==> config.mk <==
export PLATFORM = sky130hd
export DESIGN_NAME = mem_wb_writeback
export DESIGN_NICKNAME = d
export VERILOG_FILES = /design/src/rtl/mem_wb_writeback.sv
export SDC_FILE = /design/constraint.sdc
export NUM_CORES = 1
export LEC_CHECK = 0
export BUFFER_PORTS_ARGS = -buffer_cell sky130_fd_sc_hd__buf_2
export CAP_MARGIN = 15
export CORE_AREA = 2 2 124 150
export DETAILED_ROUTE_END_ITERATION = 10
export DIE_AREA = 0 0 126 152
export PLACE_DENSITY_LB_ADDON = 0.15
export SYNTH_ARGS = -nofsm -noshare
export SYNTH_HDL_FRONTEND = slang
export SYNTH_SLANG_ARGS = --single-unit
export TNS_END_PERCENT = 5
==> constraint.sdc <==
create_clock -name clk -period 2.4 [get_ports clk]
set_input_delay 0.12 -clock clk [delete_from_list [all_inputs] [get_ports clk]]
set_output_delay 0.12 -clock clk [all_outputs]
set_load 0.02 [all_outputs]
==> src/rtl/mem_wb_writeback.sv <==
// MEM/WB pipeline register with load extraction and writeback select.
// Drives the register-file write port from registered state and counts retired instructions.
module mem_wb_writeback #(
    parameter int unsigned XLEN      = 64,
    parameter int unsigned INSTRET_W = 64
) (
    input  logic                 clk,
    input  logic                 rst,
    input  logic                 stall,
    input  logic                 flush,
    input  logic                 in_valid,
    input  logic                 in_RegWrite,
    input  logic [1:0]           in_result_sel,
    input  logic [2:0]           in_funct3,
    input  logic [4:0]           in_rd,
    input  logic [XLEN-1:0]      in_alu_result,
    input  logic [XLEN-1:0]      in_mem_rdata,
    input  logic [XLEN-1:0]      in_pc_plus4,
    output logic                 RegWrite,
    output logic [4:0]           WriteReg,
    output logic [XLEN-1:0]      WriteData,
    output logic                 wb_valid,
    output logic                 illegal_load,
    output logic [INSTRET_W-1:0] instret
);

    localparam int unsigned RD_W  = 5;
    localparam int unsigned SEL_W = 2;

    localparam logic [SEL_W-1:0] SEL_ALU  = 2'd0;
    localparam logic [SEL_W-1:0] SEL_LOAD = 2'd1;
    localparam logic [SEL_W-1:0] SEL_LINK = 2'd2;

    logic                 wb_valid_q,  wb_valid_d;
    logic                 reg_write_q, reg_write_d;
    logic                 illegal_q,   illegal_d;
    logic [RD_W-1:0]      write_reg_q, write_reg_d;
    logic [XLEN-1:0]      write_data_q, write_data_d;
    logic [INSTRET_W-1:0] instret_q,   instret_d;

    logic [2:0]      off;
    logic [7:0]      ld_byte;
    logic [15:0]     ld_half;
    logic [31:0]     ld_word;
    logic [XLEN-1:0] load_data;
    logic            load_illegal;
    logic [XLEN-1:0] wb_data;
    logic            sel_writes;

    // Pick the addressed lane out of the aligned doubleword
    always_comb begin
        off     = in_alu_result[2:0];
        ld_byte = in_mem_rdata[{off, 3'b000} +: 8];
        ld_half = in_mem_rdata[{off[2:1], 4'b0000} +: 16];
        ld_word = in_mem_rdata[{off[2], 5'b00000} +: 32];
    end

    always_comb begin
        load_data    = '0;
        load_illegal = 1'b0;
        case (in_funct3)
            3'b000:  load_data = {{(XLEN-8){ld_byte[7]}}, ld_byte};
            3'b100:  load_data = {{(XLEN-8){1'b0}}, ld_byte};
            3'b001:  load_data = {{(XLEN-16){ld_half[15]}}, ld_half};
            3'b101:  load_data = {{(XLEN-16){1'b0}}, ld_half};
            3'b010:  load_data = {{(XLEN-32){ld_word[31]}}, ld_word};
            3'b110:  load_data = {{(XLEN-32){1'b0}}, ld_word};
            3'b011:  load_data = in_mem_rdata;
            default: load_illegal = 1'b1;
        endcase
    end

    // Writeback value; the reserved select and an illegal load suppress the write
    always_comb begin
        wb_data    = '0;
        sel_writes = 1'b1;
        case (in_result_sel)
            SEL_ALU:  wb_data = in_alu_result;
            SEL_LOAD: begin
                wb_data    = load_data;
                sel_writes = ~load_illegal;
            end
            SEL_LINK: wb_data = in_pc_plus4;
            default:  sel_writes = 1'b0;
        endcase
    end

    always_comb begin
        wb_valid_d   = wb_valid_q;
        reg_write_d  = reg_write_q;
        illegal_d    = illegal_q;
        write_reg_d  = write_reg_q;
        write_data_d = write_data_q;
        instret_d    = instret_q;
        if (flush) begin
            wb_valid_d   = 1'b0;
            reg_write_d  = 1'b0;
            illegal_d    = 1'b0;
            write_reg_d  = '0;
            write_data_d = '0;
        end else if (!stall) begin
            wb_valid_d   = in_valid;
            illegal_d    = in_valid & (in_result_sel == SEL_LOAD) & load_illegal;
            reg_write_d  = in_valid & in_RegWrite & sel_writes & (in_rd != '0);
            write_reg_d  = in_rd;
            write_data_d = wb_data;
            if (in_valid) begin
                instret_d = instret_q + INSTRET_W'(1);
            end
        end
    end

    always_ff @(posedge clk) begin
        if (rst) begin
            wb_valid_q   <= 1'b0;
            reg_write_q  <= 1'b0;
            illegal_q    <= 1'b0;
            write_reg_q  <= '0;
            write_data_q <= '0;
            instret_q    <= '0;
        end else begin
            wb_valid_q   <= wb_valid_d;
            reg_write_q  <= reg_write_d;
            illegal_q    <= illegal_d;
            write_reg_q  <= write_reg_d;
            write_data_q <= write_data_d;
            instret_q    <= instret_d;
        end
    end

    // x0 and bubbles are already folded into reg_write_q at capture
    assign RegWrite     = reg_write_q;
    assign WriteReg     = write_reg_q;
    assign WriteData    = write_data_q;
    assign wb_valid     = wb_valid_q;
    assign illegal_load = illegal_q;
    assign instret      = instret_q;

endmodule

# After elaboration in Yosys (flattened, before gate mapping)
# Cells that the tools add are included.
word_totals:
  ff_bits: 136
op_classes:
  n_reduce_logical: 7
  n_eq_ne: 8
  n_mux: 4
  n_shift: 3
  n_addsub: 1
  bitwise_logic: 7
ops:
  columns: ["operator", "count"]
  rows:
  - ["64-bit case mux with 7 select lines", 1]
  - ["64-bit case mux with 3 select lines", 1]
  - ["64-bit by 1-bit adder with 64-bit output, second input constant", 1]
  - ["64-bit by 7-bit indexed part select with 16-bit output", 1]
  - ["64-bit by 7-bit indexed part select with 32-bit output", 1]
  - ["64-bit by 7-bit indexed part select with 8-bit output", 1]
  - ["3-bit equality test, second input constant", 3]
  - ["7-bit OR reduction", 1]
  - ["3-bit by 2-bit equality test with 1-bit output, second input constant", 2]
  - ["1-bit bitwise AND", 5]
  - ["5-bit nonzero test", 1]
  - ["2-bit OR reduction", 2]
  - ["3-bit by 1-bit equality test with 1-bit output, second input constant", 1]
  - ["3-bit zero test", 1]
  - ["3-bit AND reduction", 1]
  - ["2-bit by 1-bit equality test with 1-bit output, second input constant", 1]
  - ["2-bit equality test, second input constant", 1]
  - ["2-bit zero test", 1]
  - ["1-bit NOT", 2]
  - ["1-bit case mux with 2 select lines", 1]
  - ["1-bit 2-to-1 mux", 1]

# Depth between registers and ports, before layout
logic_depth:
  word_depth: 5
  ltp_mapped: 9
  ltp_nobuf: 6

# Least setup slack after synthesis
# OpenSTA, ideal clock, no wires.
synth_timing:
  kind: "reg2reg"
  start: "register instret_q[28] (netlist: instret[28])"
  end: "register instret_q[61] (netlist: instret[61])"
  synth_period_minus_slack_ns: 2.295
  t_required_ns: 2.330
  setup_ns: 0.070
  setup_slack_ns: 0.105
  t_arrival_ns: 2.224
  path_buffers: 1
  stages_incl_launch_ff: 7
  path_cell_list: "dfxtp_1 nand4_1 nor4_1 nand3_1 clkbuf_1 or4_1 a21oi_1"
synth_via:
  elab_chain_cells: 1
synth_rtl:
  columns: ["element", "line_no", "text"]
  rows:
  - ["start: declaration", "39", "logic [INSTRET_W-1:0] instret_q, instret_d;"]
  - ["start signal: assignment", "127", "instret_q <= instret_d;"]
  - ["64-bit by 1-bit adder with 64-bit output", "108", "instret_d = instret_q + INSTRET_W'(1);"]
# Every way passes these cells.
# A chain may end at the register's enable or synchronous reset.

# Worst setup path after layout
layout_timing:
  start: "register instret_q[5] (netlist: instret[5])"
  end: "register instret_q[41] (netlist: instret[41])"
# The elaborated chain is that of the path after synthesis.

==> results.md <==
* Max-cap violations at 0
* Syn nets at around 1100
* Worst r2r path cells at 6
* Die width at roughly 130 µm
* DRC at 0
* Post-route ant nets at 0
* Met3 GRT Util at a little under 7%
* Crit-path slowest cell: or3_1
* Yosys reg bits at around 140
* Most common cell after layout, fill and taps aside: buf_2
* Setup crit end kind: flip-flop
* First-pass GRT wire length at 46500 µm
* Most frequent cells in the layout: 342 x buf_2, 136 x dfxtp_1, 91 x o21ai_0
* Most common cell on crit path: nand4_1
* Hold WC Path Type: input port to flip-flop
* Core Rows at 54
* Routed WL per cell at about 20 µm
* Worst Path Arrival at around 2.5 ns
* Clock Pin Slew Worst Setup and Hold Paths at 0.06 ns
* Worst VDD drop at around 0.00052 V
* Critical Path Max Stage Delay at roughly 0.45 ns
* WHS Path Cells at 3
* Syn-to-layout area delta at 35.3%
* Worst-Margin Slew at between 0.6 and 0.7 ns
* P_leak at 4.54 nW
* Tmin final at 2.14 ns
* Layout cells sized above 1 at 38.9%
* Power per cell area at approximately 550 mW/mm²
* Maximum root-to-sink buffer count at 2
* Clock power share at a little under half
* Global-route track usage on met1 at a little over a third
* Final Skew at approximately 0.011 ns
* Core Area at 0.0178 mm²
* Combinational power share at between 15 and 20%
* # fillers at around 1700
* Final WL at ~30000 µm
* Vias in the first global route at about 8500
* Largest net degree at the start of global routing at between 60 and 70
* Setup Viol. Count Final at 0
* Critical Path Start Type: flip-flop
* CTS H-tree lvls at 4
* Synth async-reset ratio at 0%
* CTS tree: yes
* Final hold viol count at 0
* GRT busiest layer: met2
* Ys Warns at 0
* Sequential share of power at approximately two fifths
* Status: finished, final reports clean
* Sequential share of the synthesized area at roughly a third
* Vias per inst at roughly 5.9
* Psw at about 1.6 mW
* Die area at approximately 0.019 mm²
* RSZ-0062 raised after global routing: false
* Routed via count at approximately 8800
* Clk sinks at 136
* GR Overflow Total at 0
* First-pass DRT Iterations at 7
* Initial core utilization at ~44%
* Antenna violations before repair at 5
* Endpoint required time on the critical path at around 2.8 ns
* Root Buffer: clkbuf_16
* Setup TNS at 0 ns
* DR iter-0 viols at between 800 and 900
* Peak Freq at between 400 and 500 MHz
* Post-DP HPWL at around 22000 µm
* GR Layer Usage met2 at between 50% and 60%
* Max-slew headroom at between 50% and 60%
* Most used flip-flop cell after synthesis: dfxtp_1
* Switching Share at a little over a quarter
* Syn_area_per_cell at 8.67 µm²
* # IOs at between 300 and 400
* Period utilization at 89.1%
* Cts bufs inserted at 17
* Nets at between 1000 and 1500
* Clk_lat worst skew at roughly 0.43 ns
* Post-synthesis cell area at around 0.0079 mm²
* Internal power at around 4.2 mW
* CP Class: flip-flop to flip-flop
* Mapped Cells at approximately 900
* Worst-path fanout max at 9
* Library cells used by synthesis at 47
* Post-synth EDFFs at 0
* Critical path cell sequence: nand4_1 -> nor4_4 -> buf_4 -> nand4_1 -> or3_1 -> a21oi_1
* Die Ht at around 150 µm
* Total GRT Usage at 30.5%
* IO buf count at 343
* Slew Limit Fails at 0
* Hold_ws at approximately 0.022 ns
* Placer congestion estimate at about 0.95
## area by class of cell
type,count,area (µm²),share of cell area (%)
tap,224,280,2.64
antenna,5,12.5,0.118
timing repair buffer,396,2150,20.2
multi-input combinational,686,4840,45.5
clock inverter,14,146,1.38
inverter,10,37.5,0.353
clock buffer,18,439,4.13
sequential,136,2720,25.6
## worst max-delay path: cells and delay by family, from the launching register on
kind / cells / cell delay [ns]
buf+inv: 1 / 0.22
simple gates: 4 / 1.30
flops: 1 / 0.40
compound gates: 1 / 0.14
## metal layers
layer | wire length [µm] | vias up
li1 | - | 4179
met1 | 11100 | 4145
met2 | 15200 | 385
met3 | 2290 | 74
met4 | 1360 | 2
met5 | 6 | -
## Yosys cell counts, types with 8 or more instances
library cell | count | share of area [%]
a211oi_1 | 33 | 3.2
nor2_1 | 52 | 2.5
nor4_1 | 9 | 0.72
mux2_2 | 40 | 5.7
o31ai_1 | 8 | 0.76
a22o_1 | 18 | 2.0
dfxtp_1 | 136 | 35
nand3_1 | 26 | 1.7
a22oi_1 | 34 | 3.2
a21oi_1 | 73 | 4.7
xor2_1 | 23 | 2.6
clkbuf_1 | 64 | 3.1
nor2b_1 | 9 | 0.72
mux2i_1 | 40 | 5.1
a221oi_1 | 24 | 2.7
or4_1 | 13 | 1.2
nand4_1 | 30 | 2.4
mux4_2 | 15 | 4.3
o21ai_0 | 91 | 5.8
xnor2_1 | 8 | 0.89
inv_1 | 10 | 0.48
or3_1 | 23 | 1.8
and3_1 | 9 | 0.72
nand2_1 | 56 | 2.7
## registers in the layout, summed over array words and instances (netlist names)
signal / flops
illegal_load: 1
WriteReg: 5
RegWrite: 1
wb_valid: 1
instret: 64
WriteData: 64
## kinds of logic (layout without fill, tap and decap cells)
| group | after synthesis | count (layout) | share of synthesized area, % |
|---|---|---|---|
| DFF | 136 | 136 | 34.7 |
| buffers and inverters | 84 | 438 | 4.32 |
| xor gates and xnor gates | 31 | 31 | 3.46 |
| muxes | 95 | 95 | 15.1 |
| AOI/OAI and AO/OA | 308 | 308 | 25.4 |
| adders and majority gates | 1 | 1 | 0.159 |
| and+or+nand+nor | 251 | 251 | 16.9 |
| other | 0 | 5 | 0 |
## final timing paths
check                                        startpoint                   endpoint  slack [ns]
worst min-delay path                    in_mem_rdata[0]  WriteData[0]$_SDFFE_PP0N_        0.02
worst max-delay path            instret[5]$_SDFFE_PP0P_   instret[41]$_SDFFE_PP0P_        0.26
worst max register to register  instret[5]$_SDFFE_PP0P_   instret[41]$_SDFFE_PP0P_        0.26
worst min register to register    RegWrite$_SDFFE_PP0N_      RegWrite$_SDFFE_PP0N_        0.47
## per-stage QoR
step	utilization [%]	setup WS, ns	total power [mW]	instance area (µm²)	instances
6_report	59.6	0.260	5.83	10600	1489
3_3_place_gp	55.7	0.153	3.22	9930	1444
3_5_place_dp	55.7	0.119	3.23	9930	1444
5_1_grt	59.5	0.0924	6.03	10600	1486
4_1_cts	59.4	0.186	5.85	10600	1484
2_1_floorplan	-	0.105	2.84	7860	906
## power groups by stage
| stage | logic [mW] | registers [mW] | clock network, mW |
|---|---|---|---|
| detailed placement | 0.872 | 2.36 | 0 |
| floorplan | 0.446 | 2.40 | 0 |
| global route | 0.962 | 2.31 | 2.76 |
| finish | 0.894 | 2.31 | 2.63 |
| CTS | 0.887 | 2.31 | 2.66 |
| global placement | 0.867 | 2.36 | 0 |
## what timing repair did
item                                    in CTS  in global routing
hold buffers                                 8                  0
endpoints found under the setup margin       0                 10
setup buffers                                0                  0
resized for setup                            0                  3
hold endpoints to repair                     8                  0
No activity file was read; power rests on OpenSTA's default activity.
